## config.mk

```make
export PLATFORM = sky130hd
export DESIGN_NAME = instruction_fetch_stage
export DESIGN_NICKNAME = d
export VERILOG_FILES = /design/src/rtl/instruction_fetch_stage.sv
export SDC_FILE = /design/constraint.sdc
export NUM_CORES = 1
export LEC_CHECK = 0
export BUFFER_PORTS_ARGS = -buffer_cell sky130_fd_sc_hd__buf_2
export CAP_MARGIN = 10
export CORE_MARGIN = 2
export CORE_UTILIZATION = 49
export DETAILED_ROUTE_END_ITERATION = 12
export MAX_ROUTING_LAYER = met4
export PLACE_DENSITY_LB_ADDON = 0.12
export SYNTH_ARGS = -nofsm -noshare
export SYNTH_HDL_FRONTEND = slang
export SYNTH_SLANG_ARGS = --single-unit
export TNS_END_PERCENT = 10
```

## constraint.sdc

```tcl
create_clock -name clk -period 2.1 [get_ports clk]
set_clock_uncertainty 0.15 [all_clocks]
set_input_delay 0.315 -clock clk [delete_from_list [all_inputs] [get_ports clk]]
set_output_delay 0.315 -clock clk [all_outputs]
set_load 0.03 [all_outputs]
```

## src/rtl/instruction_fetch_stage.sv

```systemverilog
// MIPS IF stage: PC register, req/ack instruction-memory fetch FSM and the IF/ID pipeline register.
// Optional stall-cycle counter is built when FETCH_STALL_CNT_EN is defined.
module instruction_fetch_stage #(
  parameter logic [31:0] RESET_PC = 32'h0000_0000
) (
  input  logic        clk,
  input  logic        reset,
  input  logic        pc_freeze,
  input  logic        IF_ID_freeze,
  input  logic        branch_taken,
  input  logic [31:0] branch_target,
  output logic        imem_req,
  output logic [31:0] imem_addr,
  input  logic        imem_ack,
  input  logic [31:0] imem_data,
  output logic [31:0] pc,
  output logic [31:0] IF_ID_Instruction,
  output logic [31:0] IF_ID_PC_plus4,
  output logic        IF_ID_valid
`ifdef FETCH_STALL_CNT_EN
  ,
  output logic [31:0] fetch_stall_count
`endif
);

  typedef enum logic [1:0] {
    S_FETCH = 2'd0,
    S_HOLD  = 2'd1,
    S_DRAIN = 2'd2
  } state_e;

  state_e      state_q, state_d;
  logic [31:0] pc_q, pc_d;
  logic [31:0] req_addr_q, req_addr_d;
  logic [31:0] buf_q, buf_d;
  logic [31:0] ifid_instr_q, ifid_instr_d;
  logic [31:0] ifid_pc4_q, ifid_pc4_d;
  logic        ifid_valid_q, ifid_valid_d;

  logic        stall;
  logic        word;
  logic        accept;
  logic [31:0] target;
  logic [31:0] pc_plus4;
  logic        unused_target_lsbs;

  assign stall              = pc_freeze | IF_ID_freeze;
  assign target             = {branch_target[31:2], 2'b00};
  assign unused_target_lsbs = ^branch_target[1:0];
  assign pc_plus4           = pc_q + 32'd4;
  assign word               = (state_q == S_HOLD) ? 1'b1 : imem_ack;
  assign accept             = word & ~stall & ~branch_taken & (state_q != S_DRAIN);

  // The request is decoded from state only; reset gates it so nothing is issued in the reset cycle.
  assign imem_req          = ~reset & (state_q != S_HOLD);
  assign imem_addr         = (state_q == S_DRAIN) ? req_addr_q : pc_q;
  assign pc                = pc_q;
  assign IF_ID_Instruction = ifid_instr_q;
  assign IF_ID_PC_plus4    = ifid_pc4_q;
  assign IF_ID_valid       = ifid_valid_q;

  always_comb begin
    // NOTE: every next-state signal gets a default first so no path leaves it unassigned (no latches).
    state_d      = state_q;
    pc_d         = pc_q;
    req_addr_d   = req_addr_q;
    buf_d        = buf_q;
    ifid_instr_d = ifid_instr_q;
    ifid_pc4_d   = ifid_pc4_q;
    ifid_valid_d = ifid_valid_q;

    if (branch_taken) begin
      ifid_instr_d = 32'h0;
      ifid_pc4_d   = 32'h0;
      ifid_valid_d = 1'b0;
    end else if (stall) begin
      // IF/ID holds its contents.
    end else if (accept) begin
      ifid_instr_d = (state_q == S_HOLD) ? buf_q : imem_data;
      ifid_pc4_d   = pc_plus4;
      ifid_valid_d = 1'b1;
    end else begin
      ifid_instr_d = 32'h0;
      ifid_pc4_d   = 32'h0;
      ifid_valid_d = 1'b0;
    end

    unique case (state_q)
      S_FETCH: begin
        if (imem_ack) begin
          if (branch_taken) begin
            pc_d = target;
          end else if (stall) begin
            buf_d   = imem_data;
            state_d = S_HOLD;
          end else begin
            pc_d = pc_plus4;
          end
        end else if (branch_taken) begin
          // The old request is still outstanding; keep presenting its address until acked.
          req_addr_d = pc_q;
          pc_d       = target;
          state_d    = S_DRAIN;
        end
      end
      S_HOLD: begin
        if (branch_taken) begin
          pc_d    = target;
          state_d = S_FETCH;
        end else if (!stall) begin
          pc_d    = pc_plus4;
          state_d = S_FETCH;
        end
      end
      S_DRAIN: begin
        if (branch_taken) pc_d = target;
        if (imem_ack) state_d = S_FETCH;
      end
      default: state_d = S_FETCH;
    endcase
  end

`ifdef FETCH_STALL_CNT_EN
  logic [31:0] stall_cnt_q, stall_cnt_d;

  assign stall_cnt_d       = (stall && stall_cnt_q != 32'hFFFF_FFFF) ? stall_cnt_q + 32'd1 : stall_cnt_q;
  assign fetch_stall_count = stall_cnt_q;
`endif

  always_ff @(posedge clk) begin
    // NOTE: state updates use non-blocking assignments so every register samples pre-edge values.
    if (reset) begin
      state_q      <= S_FETCH;
      pc_q         <= {RESET_PC[31:2], 2'b00};
      req_addr_q   <= 32'h0;
      buf_q        <= 32'h0;
      ifid_instr_q <= 32'h0;
      ifid_pc4_q   <= 32'h0;
      ifid_valid_q <= 1'b0;
`ifdef FETCH_STALL_CNT_EN
      stall_cnt_q  <= 32'h0;
`endif
    end else begin
      state_q      <= state_d;
      pc_q         <= pc_d;
      req_addr_q   <= req_addr_d;
      buf_q        <= buf_d;
      ifid_instr_q <= ifid_instr_d;
      ifid_pc4_q   <= ifid_pc4_d;
      ifid_valid_q <= ifid_valid_d;
`ifdef FETCH_STALL_CNT_EN
      stall_cnt_q  <= stall_cnt_d;
`endif
    end
  end

endmodule

```

Word level (Yosys, flattened, before mapping)
Index checks and enable logic that the tools add are counted.
Word-level totals
  output and inout port bits: 130
  flip-flop bits (word level): 163
  input bits: 70
  word-level logic and storage cells: 51
Operators by class
  reductions and logical operators: 6
  equal/unequal tests: 9
  add/sub/neg operators: 1
  bitwise logic cells: 9
  mux-type cells: 19
Operator list (count)
  32-bit 2-to-1 mux: 8
  32-bit one-hot mux with 3 select lines: 1
  32-bit by 3-bit adder with 32-bit output, second input constant: 1
  2-bit 2-to-1 mux: 7
  3-bit inequality test, second input constant: 4
  2-bit one-hot mux with 3 select lines: 1
  5-bit AND reduction: 1
  1-bit AND: 4
  2-bit inequality test, second input constant: 2
  1-bit NOT: 4
  4-bit AND reduction: 1
  3-bit AND reduction: 1
  3-bit nonzero test: 1
  2-bit by 1-bit == test with 1-bit output, second input constant: 1
  2-bit == test, second input constant: 1
  2-bit zero test: 1
  1-bit 2-to-1 mux: 2
  2-bit by 1-bit inequality test with 1-bit output, second input constant: 1
  2-bit OR reduction: 1
  1-bit bitwise OR: 1

Depth between registers and ports, before layout
Gate-level depths: netlist of run 1.
  depth after elaboration: 6
  mapped depth: 9
  mapped depth without buffers: 7

Worst setup path before layout of run 1
Ideal clock, no wire load.
  path kind: register to register
  from: register pc_q[2] (netlist: pc[2])
  to: register pc_q[20] (netlist: pc[20])
  period minus slack after synthesis: 2.550 ns
  stages on the path, launching flop included: 9
  setup slack: -0.450 ns
  setup time: 0.091 ns
  arrival time: 2.309 ns
  buffers on the path: 2
  cell sequence: dfxtp_1 > ha_1 > nand3_1 > buf_2 > or3_1 > clkbuf_1 > nor4_1 > o21ai_1 > a311oi_1
Between the ends
  longest elaborated chain between the ends: 5
Ends and longest elaborated chain
  start, declared: RTL line 33  | logic [31:0] pc_q, pc_d;
  start signal, assigned: RTL line 134  | pc_q <= {RESET_PC[31:2], 2'b00};
  start signal, assigned: RTL line 145  | pc_q <= pc_d;
  32-bit by 3-bit adder with 32-bit output (*): RTL line 50  | assign pc_plus4 = pc_q + 32'd4;
  32-bit 2-to-1 mux (*): RTL line 93, 110
  32-bit 2-to-1 mux (*): RTL line 107  | if (branch_taken) begin
  32-bit 2-to-1 mux: RTL line 90  | if (imem_ack) begin
  32-bit one-hot mux with 3 select lines (*): RTL line 88  | unique case (state_q)
Every way passes the cells marked *; elsewhere a longest branch is shown, timed or not.
A chain may end at the register's enable or synchronous reset.

Worst setup path after layout of run 1
  from: register state_q[0]
  to: output port imem_addr[3]
Between the ends
  longest elaborated chain between the ends: 2
Ends and longest elaborated chain
  start, declared: RTL line 32  | state_e state_q, state_d;
  start signal, assigned: RTL line 144  | state_q <= state_d;
  2-bit == test: RTL line 56  | assign imem_addr = (state_q == S_DRAIN) ? req_addr_q : pc_q;
  32-bit 2-to-1 mux: RTL line 56
  end, declared: RTL line 13  | output logic [31:0] imem_addr,
Every way passes these cells.

==> results.sh, run 1 <==
export IMPL_io_buffer_count=197
export IMPL_critPathRequiredTime_ns=1.63
export IMPL_fillers=1322
export IMPL_wire_per_inst_um=17.6
export IMPL_vias=8564
export IMPL_worst_pin_slew_ns=0.546
export IMPL_crit_arrival_ns=1.84
export IMPL_cts_sinks=163
export IMPL_clockRootBuffer="clkbuf_16"
export IMPL_hold_viol=0
export IMPL_io_pins=200
export IMPL_cap_violations=0
export IMPL_synth_most_common_cell="nand2_1"
export IMPL_grt_pass1_wl_mm=42.1
export IMPL_grt_max_degree=47
export IMPL_ys_flop_type="dfxtp_1"
export IMPL_syn_to_final_growth_pct=43.0
export IMPL_nets=1375
export IMPL_place_hpwl_mm=17.7
export IMPL_min_period_ns=2.30
export IMPL_gr_total_overflow=0
export IMPL_power_leakage_nw=4.76
export IMPL_regArea_mm2=0.00331
export IMPL_post_route_util=0.708
export IMPL_swShare=0.311
export IMPL_multiInputGateArea_mm2=0.00471
export IMPL_outcome="finished, violations left"
export IMPL_setup_worst_path_start_class="flop"
export IMPL_power_density_mw_per_mm2=745
export IMPL_synth_top_family_by_area="simple AND/OR/NAND/NOR gates"
export IMPL_dr_pass1_iters=6
export IMPL_cp_max_fo=6
export IMPL_drive_gt1_frac=0.371
export IMPL_failed_checks="negative setup slack"
export IMPL_syn_avg_cell_area_um2=7.96
export IMPL_synth_compound_area_frac=0.193
export IMPL_max_slew_margin=0.632
export IMPL_synthCells=1020
export IMPL_intPower_mw=5.96
export IMPL_drcViolationCount=0
export IMPL_finalSetupViolations=48
export IMPL_drtIter0Drc=710
export IMPL_core_rowCount=47
export IMPL_antenna_found_initial=0
export IMPL_dp_slack_ns=-0.160
export IMPL_power_frac_clock=0.376
export IMPL_die_area_mm2=0.0176
export IMPL_r2r_cells=10
export IMPL_yosys_area_share_simple=0.214
export IMPL_whs_ns=0.0626
export IMPL_yosysTopAreaCell="dfxtp_1"
export IMPL_synth_mux_area_frac=0.101
export IMPL_yosys_register_bits=163
export IMPL_htreeDepth=4
export IMPL_ys_types=64
export IMPL_wirelength_mm=27.0
export IMPL_path_class="reg2out"
export IMPL_synthAdderAreaFrac=0.00770
export IMPL_regToRegStartpoint="state_q[0]"
export IMPL_insertion_delay_ns=0.43
export IMPL_cts_tree="built"
export IMPL_die_w_um=133
export IMPL_fin_ws_ns=-0.201
export IMPL_clkTransAtPathRegs_ns=0.06
export IMPL_min_to="pc[11]"
export IMPL_fmax_mhz=435
export IMPL_reg2reg_to="pc[19]"
export IMPL_synthDominantCellAreaShare=0.402
export IMPL_num_antenna_cells=0
export IMPL_critPathCaptureType="output pin"
export IMPL_initial_utilization=0.495
export IMPL_grt_total_usage=0.307
export IMPL_synth_nets=1095
export IMPL_post_route_period_util=1.10
export IMPL_synth_xor_area_frac=0.0302
export IMPL_clockBufferDepth=2
export IMPL_ant_nets=0
export IMPL_synth_area_top_cells="dfxtp_1 (40%), nand2_1 (9.1%), mux2_2 (8.6%)"
export IMPL_avgViaCountPerCell=5.59
export IMPL_synth_seq_area_share=0.402
export IMPL_place_congestion=0.960
export IMPL_ys_warn_count=0
export IMPL_rsz0062_at_grt="true"
export IMPL_seqPwrFrac=0.383
export IMPL_ys_async_sr_fraction=0
export IMPL_cts_made_buffers=17
export IMPL_slew_violations=0
export IMPL_r2r_slack_ns=-0.10
export IMPL_vdd_ir_drop_max_uv=567
export IMPL_syn_cell_area_mm2=0.00812
export IMPL_core_mm2=0.0164
export IMPL_hold_start="branch_target[11]"
export IMPL_die_y_um=133
export IMPL_power_total_mw=8.65
export IMPL_synth_edff_count=0
export IMPL_hold_class="in2reg"
export IMPL_combPwrFrac=0.241
export IMPL_p_switching_mw=2.69
export IMPL_grt_pass1_vias=8227
export IMPL_whs_path_depth=3
export IMPL_ys_top_cells_by_count="nand2_1 (198), dfxtp_1 (163), a21oi_1 (94)"
## state kept, by name (all words and copies together), names as in the netlist
signal,count
state_q,2
buf_q,32
IF_ID_Instruction,32
IF_ID_valid,1
pc,32
req_addr_q,32
IF_ID_PC_plus4,32
## power by group through the flow
stage / Sequential (mW) / Clock [mW] / Combinational, mW
6_report: 3.31 / 3.25 / 2.08
5_1_grt: 3.33 / 3.40 / 2.22
4_1_cts: 3.31 / 3.29 / 1.93
3_5_place_dp: 3.38 / 0 / 1.74
3_3_place_gp: 3.38 / 0 / 1.73
2_1_floorplan: 3.47 / 0 / 0.998
## how the worst max path moves through the flow
stage | from | to | slack [ns] | depth (start not counted)
2_1_floorplan | pc[13] | pc[19] | -0.11 | 6
3_3_place_gp | IF_ID_freeze | pc[12] | -0.13 | 7
3_5_place_dp | IF_ID_freeze | pc[24] | -0.16 | 6
4_1_cts | state_q[0] | imem_addr[21] | -0.19 | 6
5_1_grt | state_q[0] | imem_addr[3] | -0.23 | 7
6_report | state_q[0] | imem_addr[3] | -0.20 | 7
## worst max-delay path, stage by stage, from the launching register on
cell and delay, ns:
dfxtp_2 0.33, inv_2 0.04, buf_6 0.11, ha_4 0.18, buf_12 0.14, clkbuf_16 0.16, mux2_4 0.31, buf_6 0.14
## final cells by class
type | instances | area share
clock buffers | 18 | 0.0378
clock inverters | 14 | 0.0142
inverters | 11 | 0.00356
multi-input cells | 749 | 0.406
flip-flops and latches | 163 | 0.285
well taps | 220 | 0.0237
repair buffers | 358 | 0.230
## metrics by stage
stage          setup TNS, ns  cell area (um^2)  std cells
2_1_floorplan         -0.649              8280       1020
3_3_place_gp          -0.756             10000       1457
3_5_place_dp           -1.26             10000       1457
4_1_cts                -4.82             11300       1522
5_1_grt                -8.84             11600       1533
6_report               -4.98             11600       1533
## timing repair
action	in CTS	in global routing
gates cloned	1	2
setup buffers	0	9
gates resized for setup	87	49
hold buffers	32	0
endpoints found under the hold margin	32	0
pin swaps	2	7
setup endpoints to repair	45	65
## per-layer routing
metal | global-route usage | vias to the layer above | part of all wire
li1 | - | 4137 | -
met1 | 0.384 | 4078 | 0.42
met5 | - | - | 0
met4 | 0.0932 | 0 | 0.020
met3 | 0.0490 | 41 | 0.067
met2 | 0.510 | 308 | 0.49
## cells in the final DEF, fill, tap and decap left out, types with 5 or more instances in the layout
master / synthesis / routed
a22oi_1: 47 / 46
inv_6: 0 / 5
buf_6: 1 / 35
a21oi_1: 94 / 93
buf_4: 0 / 114
nor4_1: 12 / 6
buf_12: 0 / 10
nand4_1: 16 / 16
dfxtp_2: 0 / 10
nand2_2: 0 / 5
or3_1: 7 / 7
nor2_1: 87 / 85
dfxtp_4: 0 / 9
nor3_1: 14 / 12
o21ai_0: 52 / 46
inv_1: 10 / 9
and3_1: 6 / 6
a31oi_1: 7 / 6
buf_2: 9 / 164
dfxtp_1: 163 / 144
nand3_1: 20 / 18
mux2_4: 0 / 21
nand2b_1: 7 / 7
mux2_2: 62 / 41
dlygate4sd3_1: 0 / 32
mux2i_1: 12 / 12
xnor2_1: 14 / 14
nand2_1: 198 / 193
clkbuf_16: 0 / 19
xor2_1: 14 / 14
## cell families after synthesis
family | Yosys count
simple gates | 390
compound gates | 252
flops | 163
buf+inv | 108
mux | 74
xor+xnor | 28
fa+ha+maj | 5
Note: power is estimated with default switching activity, not from simulation.
==> run 2, diff against run 1 <==
- PLACE_DENSITY: default -> 0.88
- PLACE_DENSITY_LB_ADDON: 0.12 -> default
==> run 2 against run 1 <==
The run still ends with negative setup slack left. Final cell count fell by 0.78%. Global-route usage rose by 1.3 points. Die area did not move. Non-clock buffer count fell by 15. Core utilization fell by 0.92 points. Wire length rose by 9.0%. Via count rose by 4.7%. Combinational power barely moved. Flip-flop and latch count did not move. Count of clock-buffer cells in the layout rose by 5. Clock power fell by 6%. Setup slack improved by 0.036 ns. Critical path type is now reg2reg. Critical endpoint is now pc[15].
==> results.sh, run 2 (synthesized netlist as in run 1, its figures left out) <==
export IMPL_hold_start="imem_data[1]"
export IMPL_slew_violations=0
export IMPL_grt_pass1_wl_mm=43.9
export IMPL_post_route_util=0.699
export IMPL_p_switching_mw=2.62
export IMPL_setup_worst_path_start_class="flop"
export IMPL_final_cell_mix="nand2_1 (193), buf_2 (163), dfxtp_1 (143), buf_4 (107), a21oi_1 (93)"
export IMPL_cts_tree="built"
export IMPL_post_route_period_util=1.08
export IMPL_mostFrequentLayoutCell="nand2_1"
export IMPL_crit_path_cell_trace="nand4_1, buf_4, buf_6, nor3_2, buf_4, buf_4, nor4b_2, o21ai_0, o2bb2ai_1"
export IMPL_cp_slowest_stage_delay_ns=0.37
export IMPL_grt_pass1_vias=8627
export IMPL_fin_ws_ns=-0.165
export IMPL_worst_pin_slew_ns=0.687
export IMPL_multiInputGateArea_mm2=0.00472
export IMPL_hold_viol=0
export IMPL_grt_max_degree=47
export IMPL_regArea_mm2=0.00331
export IMPL_dp_slack_ns=-0.168
export IMPL_fillers=1170
export IMPL_regToRegStartpoint="pc[3]"
export IMPL_r2r_slack_ns=-0.16
export IMPL_vias=8966
export IMPL_die_w_um=133
export IMPL_wirelength_mm=29.4
export IMPL_power_density_mw_per_mm2=740
export IMPL_finalSetupViolations=37
export IMPL_outcome="finished, violations left"
export IMPL_whs_path_depth=3
export IMPL_critPathCaptureType="flop"
export IMPL_grt_total_usage=0.319
export IMPL_swShare=0.309
export IMPL_clkTransAtPathRegs_ns=0.06
export IMPL_die_y_um=133
export IMPL_insertion_delay_ns=0.43
export IMPL_max_slew_margin=0.538
export IMPL_clockRootBuffer="clkbuf_16"
export IMPL_crit_family="simple AND/OR/NAND/NOR gates"
export IMPL_place_congestion=0.983
export IMPL_io_buffer_count=197
export IMPL_critPathRequiredTime_ns=2.26
export IMPL_ant_nets=0
export IMPL_cp_max_fo=9
export IMPL_wire_per_inst_um=19.4
export IMPL_cts_made_buffers=17
export IMPL_core_rowCount=47
export IMPL_syn_to_final_growth_pct=41.1
export IMPL_reg2reg_to="pc[15]"
export IMPL_clockBufferDepth=2
export IMPL_power_frac_clock=0.362
export IMPL_combPwrFrac=0.246
export IMPL_fin_setup_tns_ns=-4.09
export IMPL_initial_utilization=0.495
export IMPL_avgViaCountPerCell=5.89
export IMPL_cpMostUsedCell="buf_4"
export IMPL_failed_checks="negative setup slack"
export IMPL_path_class="reg2reg"
export IMPL_rsz0062_at_grt="true"
export IMPL_drcViolationCount=0
export IMPL_power_leakage_nw=4.66
export IMPL_drtIter0Drc=1003
export IMPL_dr_pass1_iters=8
export IMPL_min_to="buf_q[1]"
export IMPL_htreeDepth=4
export IMPL_hold_class="in2reg"
export IMPL_nets=1360
export IMPL_place_hpwl_mm=18.7
export IMPL_cap_violations=0
export IMPL_fmax_mhz=442
export IMPL_vdd_ir_drop_max_uv=599
export IMPL_worst_path_buf_inv=4
export IMPL_intPower_mw=5.86
export IMPL_gr_total_overflow=0
export IMPL_cts_sinks=163
export IMPL_die_area_mm2=0.0176
export IMPL_cp_slowest_cell="dfxtp_4"
export IMPL_io_pins=200
export IMPL_antenna_found_initial=3
export IMPL_core_mm2=0.0164
export IMPL_drive_gt1_frac=0.367
export IMPL_r2r_cells=9
export IMPL_crit_arrival_ns=2.42
export IMPL_min_period_ns=2.26
export IMPL_seqPwrFrac=0.391
[run 2: power by group through the flow]
stage	sequential, mW	clock, mW	combinational (mW)
floorplan	3.47	0	0.998
global placement	3.37	0	1.72
detailed placement	3.38	0	1.75
CTS	3.31	3.07	1.88
global route	3.33	3.22	2.20
finish	3.32	3.07	2.09
[run 2: area by class of cell]
cell class / count / share of cell area
repair buffers: 343 / 0.220
multi-input cells: 749 / 0.412
clock buffers: 23 / 0.0453
inverters: 11 / 0.00360
clock inverters: 9 / 0.00568
well taps: 220 / 0.0240
diodes: 3 / 0.000655
flip-flops and latches: 163 / 0.289
[run 2: stage by stage]
stage               power [mW]  area [um^2]  hold slack [ns]  instances
global route              8.75        11500          0.00250       1521
finish                    8.48        11500           0.0216       1521
CTS                       8.26        11000          0.00280       1512
global placement          5.09         9990            0.279       1450
detailed placement        5.13         9990            0.293       1450
floorplan                 4.47         8280            0.283       1020
[run 2: timing repair]
| item | CTS | global route |
|---|---|---|
| resized for setup | 48 | 108 |
| endpoints found under the hold margin | 30 | 0 |
| pin swaps | 1 | 8 |
| cloned | 0 | 3 |
| buffers inserted | 0 | 3 |
| endpoints found under the setup margin | 46 | 65 |
| hold buffers | 30 | 0 |
[run 2: worst max-delay path by stage]
stage,slack [ns],from,cells after the start,endpoint
floorplan,-0.11,pc[13],6,pc[19]
global placement,-0.12,IF_ID_freeze,6,pc[24]
detailed placement,-0.17,IF_ID_freeze,6,pc[24]
CTS,-0.15,state_q[1],5,imem_addr[27]
global route,-0.19,pc[3],9,pc[15]
finish,-0.16,pc[3],9,pc[15]
[run 2: routing by layer]
| metal | global-route usage | share of wire | vias to the layer above |
|---|---|---|---|
| met5 | - | 0 | - |
| met1 | 0.367 | 0.38 | 4190 |
| met3 | 0.0686 | 0.096 | 118 |
| li1 | - | - | 4110 |
| met4 | 0.155 | 0.040 | 0 |
| met2 | 0.529 | 0.48 | 548 |
[run 2: worst min-delay path: cells and delay by family]
| kind | cells | cell delay, ns |
|---|---|---|
| buffers and inverters | 1 | 0.11 |
| AND/OR/NAND/NOR | 1 | 0.05 |
| AO/OA/AOI/OAI | 1 | 0.07 |
